`config.mk`:
```
export PLATFORM = sky130hd
export DESIGN_NAME = if_fetch_stage
export DESIGN_NICKNAME = d
export VERILOG_FILES = /design/src/rtl/if_fetch_stage.sv
export SDC_FILE = /design/constraint.sdc
export NUM_CORES = 1
export LEC_CHECK = 0
export BUFFER_PORTS_ARGS = -buffer_cell sky130_fd_sc_hd__buf_2
export CAP_MARGIN = 30
export CORE_MARGIN = 2
export CORE_UTILIZATION = 59
export DETAILED_ROUTE_END_ITERATION = 8
export PLACE_DENSITY = 0.83
export SLEW_MARGIN = 20
export SYNTH_ARGS = -nofsm -noshare
export SYNTH_HDL_FRONTEND = slang
export SYNTH_SLANG_ARGS = --single-unit
```
`constraint.sdc`:
```
create_clock -name clk -period 10.3 [get_ports clk]
set_input_delay 1.545 -clock clk [delete_from_list [all_inputs] [get_ports clk]]
set_output_delay 1.545 -clock clk [all_outputs]
set_load 0.02 [all_outputs]
```
`src/rtl/if_fetch_stage.sv`:
```
// Instruction-fetch stage: owns the PC, runs the imem req/ready + rvalid handshake,
// and presents if_pc/if_inst/if_valid to IF/ID with stall hold and EX redirect flush.
module if_fetch_stage #(
  parameter logic [31:0] RESET_PC = 32'h0000_0000,
  parameter logic [31:0] NOP_INST = 32'h0000_0013
) (
  input  logic        clk,
  input  logic        rst,
  output logic        imem_req,
  output logic [31:0] imem_addr,
  input  logic        imem_ready,
  input  logic        imem_rvalid,
  input  logic [31:0] imem_rdata,
  input  logic        redirect_valid,
  input  logic [31:0] redirect_pc,
  input  logic        stall,
  output logic [31:0] if_pc,
  output logic [31:0] if_inst,
  output logic        if_valid
);

  typedef enum logic [2:0] {
    S_IDLE,
    S_REQ,
    S_WAIT,
    S_HOLD,
    S_DROP
  } state_e;

  state_e      state_q, state_d;
  logic [31:0] pc_q, pc_d;
  logic [31:0] out_pc_q, out_pc_d;
  logic [31:0] out_inst_q, out_inst_d;
  logic        out_vld_q, out_vld_d;
  logic [31:0] skid_pc_q, skid_pc_d;
  logic [31:0] skid_inst_q, skid_inst_d;

  always_ff @(posedge clk or posedge rst) begin
    if (rst) begin
      state_q     <= S_IDLE;
      pc_q        <= RESET_PC;
      out_pc_q    <= 32'h0;
      out_inst_q  <= NOP_INST;
      out_vld_q   <= 1'b0;
      skid_pc_q   <= 32'h0;
      skid_inst_q <= NOP_INST;
    end else begin
      state_q     <= state_d;
      pc_q        <= pc_d;
      out_pc_q    <= out_pc_d;
      out_inst_q  <= out_inst_d;
      out_vld_q   <= out_vld_d;
      skid_pc_q   <= skid_pc_d;
      skid_inst_q <= skid_inst_d;
    end
  end

  always_comb begin
    state_d     = state_q;
    pc_d        = pc_q;
    out_pc_d    = out_pc_q;
    out_inst_d  = out_inst_q;
    out_vld_d   = out_vld_q;
    skid_pc_d   = skid_pc_q;
    skid_inst_d = skid_inst_q;

    // Consumed output retires to a bubble unless something loads below.
    if (out_vld_q && !stall) begin
      out_vld_d  = 1'b0;
      out_inst_d = NOP_INST;
    end

    unique case (state_q)
      S_IDLE: state_d = S_REQ;
      S_REQ: begin
        if (imem_ready) state_d = S_WAIT;
      end
      S_WAIT: begin
        if (imem_rvalid) begin
          pc_d    = pc_q + 32'd4;
          state_d = S_REQ;
          if (!out_vld_q || !stall) begin
            out_pc_d   = pc_q;
            out_inst_d = imem_rdata;
            out_vld_d  = 1'b1;
          end else begin
            skid_pc_d   = pc_q;
            skid_inst_d = imem_rdata;
            state_d     = S_HOLD;
          end
        end
      end
      S_HOLD: begin
        if (!stall) begin
          out_pc_d   = skid_pc_q;
          out_inst_d = skid_inst_q;
          out_vld_d  = 1'b1;
          state_d    = S_REQ;
        end
      end
      S_DROP: begin
        if (imem_rvalid) state_d = S_REQ;
      end
      default: state_d = S_IDLE;
    endcase

    // Redirect flushes everything; an in-flight fetch must still be drained.
    if (redirect_valid && state_q != S_IDLE) begin
      pc_d       = redirect_pc & ~32'h3;
      out_vld_d  = 1'b0;
      out_inst_d = NOP_INST;
      unique case (state_q)
        S_WAIT:  state_d = imem_rvalid ? S_REQ : S_DROP;
        S_REQ:   state_d = imem_ready ? S_DROP : S_REQ;
        S_DROP:  state_d = imem_rvalid ? S_REQ : S_DROP;
        default: state_d = S_REQ;
      endcase
    end
  end

  assign imem_req  = (state_q == S_REQ);
  assign imem_addr = pc_q;
  assign if_pc     = out_pc_q;
  assign if_inst   = out_inst_q;
  assign if_valid  = out_vld_q;

endmodule
```
=== After elaboration in Yosys (flattened, before gate mapping) ===
Cells that the tools add are included.
Widths: inputs -> output; s select.

* Add/sub/neg operators: 1
* Equal/unequal tests: 11
* Reductions and logical operators: 15
* Bitwise gates (word level): 1
* Muxes and demuxes: 29

{| class="wikitable"
|+ Operator list
! cell !! count
|-
| $mux 32 || 11
|-
| $pmux 32 s2 || 2
|-
| $add 32x3->32 const B || 1
|-
| $mux 3 || 7
|-
| $pmux 3 s5 || 1
|-
| $ne 3x3->1 const B || 3
|-
| $reduce_and 4->1 || 2
|-
| $eq 3x2->1 const B || 2
|-
| $ne 2x2->1 const B || 3
|-
| $pmux 3 s2 || 1
|-
| $reduce_bool 2->1 || 3
|-
| $mux 1 || 5
|-
| $eq 3x1->1 const B || 1
|-
| $eq 3x3->1 const B || 1
|-
| $logic_not 3->1 || 1
|-
| $ne 3x1->1 const B || 1
|-
| $reduce_and 3->1 || 1
|-
| $reduce_bool 3->1 || 1
|-
| $logic_and 1x1->1 || 2
|-
| $logic_not 1->1 || 2
|-
| $mux 2 || 1
|-
| $pmux 1 s2 || 1
|-
| $reduce_and 2->1 || 1
|-
| $reduce_or 2->1 || 1
|-
| 2 further kinds || 2
|}

* Word-level logic and storage cells: 64
* Flip-flop bits (word level): 164
* Input port bits: 70

=== Longest topological paths before layout ===
* Word-level depth: 7
* Mapped depth: 8

=== Worst setup path after synthesis ===
Ideal clock, no wire load.

* Kind: input to register
* Start point: input imem_rvalid
* End point: register pc_q[13], in the netlist imem_addr[13]
* Buffers on the path: 4
* Cell stages on the path: 8
* Setup time: 0.082 ns
* Data required time: 10.218 ns
* Arrival time: 3.254 ns
* Setup slack: 6.964 ns
* Cells stage by stage: clkbuf_1 > nand4bb_1 > clkbuf_1 > or3_1 > buf_1 > clkbuf_1 > or3_1 > a31oi_1

* Longest elaborated chain between the ends: 2

{| class="wikitable"
|+ RTL lines
! item !! line !! text
|-
| start, declared || 12 || <nowiki>input logic imem_rvalid,</nowiki>
|-
| $reduce_bool 2->1 (no line) || n/a ||
|-
| $reduce_and 2->1 (no line) || n/a ||
|-
| end signal, assigned || 49 || <nowiki>pc_q <= pc_d;</nowiki>
|-
| end, declared || 31 || <nowiki>logic [31:0] pc_q, pc_d;</nowiki>
|}

Every way passes these cells.
A chain may end at the register's enable or synchronous reset.

=== Worst setup path in the final report ===
* Start point: input imem_rvalid
* End point: register skid_inst_q[29]

* Longest elaborated chain between the ends: 1

{| class="wikitable"
|+ RTL lines
! item !! line !! text
|-
| $reduce_and 3->1 (no line) || n/a ||
|-
| end signal, assigned || 54 || <nowiki>skid_inst_q <= skid_inst_d;</nowiki>
|-
| end, declared || 36 || <nowiki>logic [31:0] skid_inst_q, skid_inst_d;</nowiki>
|}

Every way passes these cells.

==> flow_metrics.py <==
metrics = {
    "global_route": {
        "grt_max_degree": 91,
        "antenna_found_initial": 0,
        "grt_pass1_wl_mm": 32.0,
        "overflow": 0,
        "first_global_vias": 6385,
        "grtUsageTotal_pct": 28.3,
    },
    "placed_design": {
        "placed_cells": 1028,
        "dp_hpwl_mm": 12.9,
        "numPortBuffers": 161,
        "gp_congestion": 0.829,
    },
    "detailed_routing": {
        "drt_iter0_drc": 770,
        "drtAntennaViolNets": 0,
        "drc": 0,
        "vias_per_cell": 6.28,
        "drt_wl_total_mm": 20.0,
        "dr.pass1.iters": 5,
        "avgRoutedWirePerCell_um": 18.8,
        "vias": 6673,
    },
    "sta": {
        "finClkSkew_ns": 0.00767,
        "fin_crit_sh_pct": 36.6,
        "finalHoldViolations": 0,
        "rsz0062_at_grt": "no",
        "period_needed_ns": 3.77,
        "tightestPinTransition_ns": 0.968,
        "fin_tns_setup_ns": 0,
        "finalSetupViolCount": 0,
        "fmax_mhz": 265,
        "finalMaxSlewViolations": 0,
        "slew_headroom_pct": 35.3,
    },
    "pwr": {
        "ir_drop_v": 0.000142,
        "powerDensity_nw_per_um2": 287,
        "power.leakage_nw": 4.52,
    },
    "cts": {
        "clockRootBuffer": "clkbuf_16",
        "post_cts_buffers": 0,
        "cts_tree": "built",
        "clock_latency_ns": 0.43,
        "path_clk_slew_ns": 0.06,
        "holdBufCountCts": 0,
        "clock_sinks": 158,
        "cts.repair.resized": 0,
        "clockBufferDepth": 2,
        "cts-buffers-inserted": 17,
        "htree_levels": 4,
    },
    "layout": {
        "area_delta_synth_final_pct": 19.4,
        "fillCellCount": 905,
        "layout-drive-gt1-share_pct": 30.8,
        "diodes": 0,
        "final_common_cell": "buf_2",
        "final_cell_mix": "161 x buf_2, 152 x dfrtp_1, 68 x nand2_1",
        "layout.nets": 948,
        "stdcell_count": 1062,
    },
    "status": {
        "outcome": "finished clean",
    },
    "critical_path": {
        "path_delay_family": "simple AND/OR/NAND/NOR gates",
        "crit_path_end_kind": "flop",
        "path_buf_inv": 2,
        "max_stage_delay_ns": 0.92,
        "critical_path.max_fanout": 32,
        "cp_data_required_time_ns": 10.61,
        "path_cells": "buf_2 > nand4bb_1 > nor2_4 > buf_4 > mux2_2",
        "critical-path-slowest-cell": "nor2_4",
        "critPathKind": "primary input to flop",
        "start_kind": "primary input",
        "cp_data_arrival_time_ns": 4.08,
    },
    "yosys": {
        "synth_cells": 751,
        "yosys-top-cells-area": "dfrtp_1 49%, mux2_2 9.0%, mux2i_1 3.9%, o21ai_0 3.3%, nand2_1 3.3%",
        "synth.largest_area_cell": "dfrtp_1",
        "avgSynthCellArea_sq_um": 10.4,
        "yosysWarnings": 0,
        "synth_top_flop_cell": "dfrtp_1",
        "async_reset_ff_share_pct": 100,
        "netlist_area_sq_um": 7790,
        "ys_ff_latch": 158,
        "synth_top_cell_area_share_pct": 48.8,
        "synth-edff-count": 0,
        "synth_seq_area_share_pct": 50.9,
        "ys_types": 60,
    },
    "floorplanning": {
        "die_area_sq_um": 14100,
        "start_util_pct": 61.0,
        "io_pins": 168,
        "die_x_um": 119,
        "coreArea_sq_um": 12800,
        "die_h_um": 119,
        "fp-row-count": 41,
    },
    "flow_run": {
        "cap_violations": 0,
    },
    "min_path": {
        "min_path_type": "flop to flop",
    },
}
==> area by class of cell <==
class	instances	area [sq um]	share of cell area [%]
sequential	158	3960	42.6
timing repair buffer	171	908	9.77
inverter	10	42.5	0.457
multi-input combinational	519	3550	38.1
clock buffer	23	468	5.03
tap	172	215	2.31
clock inverter	9	159	1.71
==> cell usage after synthesis, types with 2 or more instances <==
| library cell | instances |
|---|---|
| nand3_1 | 31 |
| or3_1 | 7 |
| o21ai_0 | 51 |
| o211a_1 | 2 |
| a221oi_1 | 23 |
| nand2b_1 | 22 |
| a32oi_1 | 6 |
| nor3_1 | 6 |
| nor3b_1 | 4 |
| nor2b_1 | 3 |
| o31ai_1 | 33 |
| or4_1 | 15 |
| and4_1 | 3 |
| o31a_1 | 2 |
| clkbuf_1 | 55 |
| and3_1 | 3 |
| nor4b_1 | 3 |
| a211oi_1 | 2 |
| xnor2_1 | 9 |
| buf_1 | 4 |
| mux2i_1 | 30 |
| o211ai_1 | 2 |
| dfstp_2 | 6 |
| nand2_1 | 68 |
| a21oi_1 | 12 |
| mux2_2 | 62 |
| nand4_1 | 9 |
| nand3b_1 | 2 |
| inv_1 | 10 |
| buf_4 | 5 |
| a31oi_1 | 19 |
| o32ai_1 | 8 |
| a21o_1 | 2 |
| nor4bb_1 | 2 |
| nor2_1 | 48 |
| dfrtp_1 | 152 |
| a2111oi_0 | 2 |
| nor4_1 | 6 |
==> metal layers <==
layer	routed length [um]	track usage, %
met1	8240	37.1
met2	9690	45.5
met3	1510	6.51
met4	542	12.1
met5	0	0
==> cells by family (layout without fill, tap and decap cells) <==
group	Yosys count	in the layout	share of synthesized area, %
flops	158	158	50.9
other cells	1	4	0.0481
mux	92	92	12.8
buf+inv	77	213	4.08
simple gates	239	239	15.7
compound gates	173	173	15.2
xor+xnor	10	10	1.12
fa+ha+maj	1	1	0.161
==> where the power goes <==
group	leakage [nW]	internal, mW	switching, mW
clock	0.302	0.419	0.248
sequential	2.05	0.822	0.212
combinational	2.17	0.358	0.608
total	4.52	1.60	1.07
==> worst register-to-register path, stage by stage (launching register included) <==
cell	delay [ns]
dfrtp_1	0.71
nand4bb_1	0.51
nor2_4	0.92
buf_4	0.56
mux2_2	0.41
==> flip-flops by register name, indices dropped and copies added (netlist names) <==
signal and count:
skid_pc_q 30, state_q 3, if_pc 30, if_inst 32
imem_addr 30, skid_inst_q 32, if_valid 1
==> final timing paths <==
path	from	endpoint	slack, ns	cells after the start
min	if_pc[10]	if_pc[10]	0.47	2
max in group asynchronous	rst	if_pc[5]	7.63	3
max reg2reg	state_q[1]	skid_inst_q[29]	7.08	4
min in group asynchronous	rst	skid_pc_q[27]	1.29	2
min reg2reg	if_pc[10]	if_pc[10]	0.47	2
max	imem_rvalid	skid_inst_q[29]	6.53	5
==> stage by stage <==
stage	total power [mW]	setup WS, ns	util (%)	hold slack (ns)	area (sq um)
floorplan	1.66	4.50	-	0.473	7800
finish	2.67	6.53	72.8	0.473	9300
global placement	1.94	5.83	67.6	0.457	8630
detailed placement	1.99	5.75	67.6	0.465	8630
CTS	2.66	6.19	72.5	0.478	9260
global route	2.81	6.37	72.8	0.499	9300
Note: power is estimated with default switching activity, not from simulation.
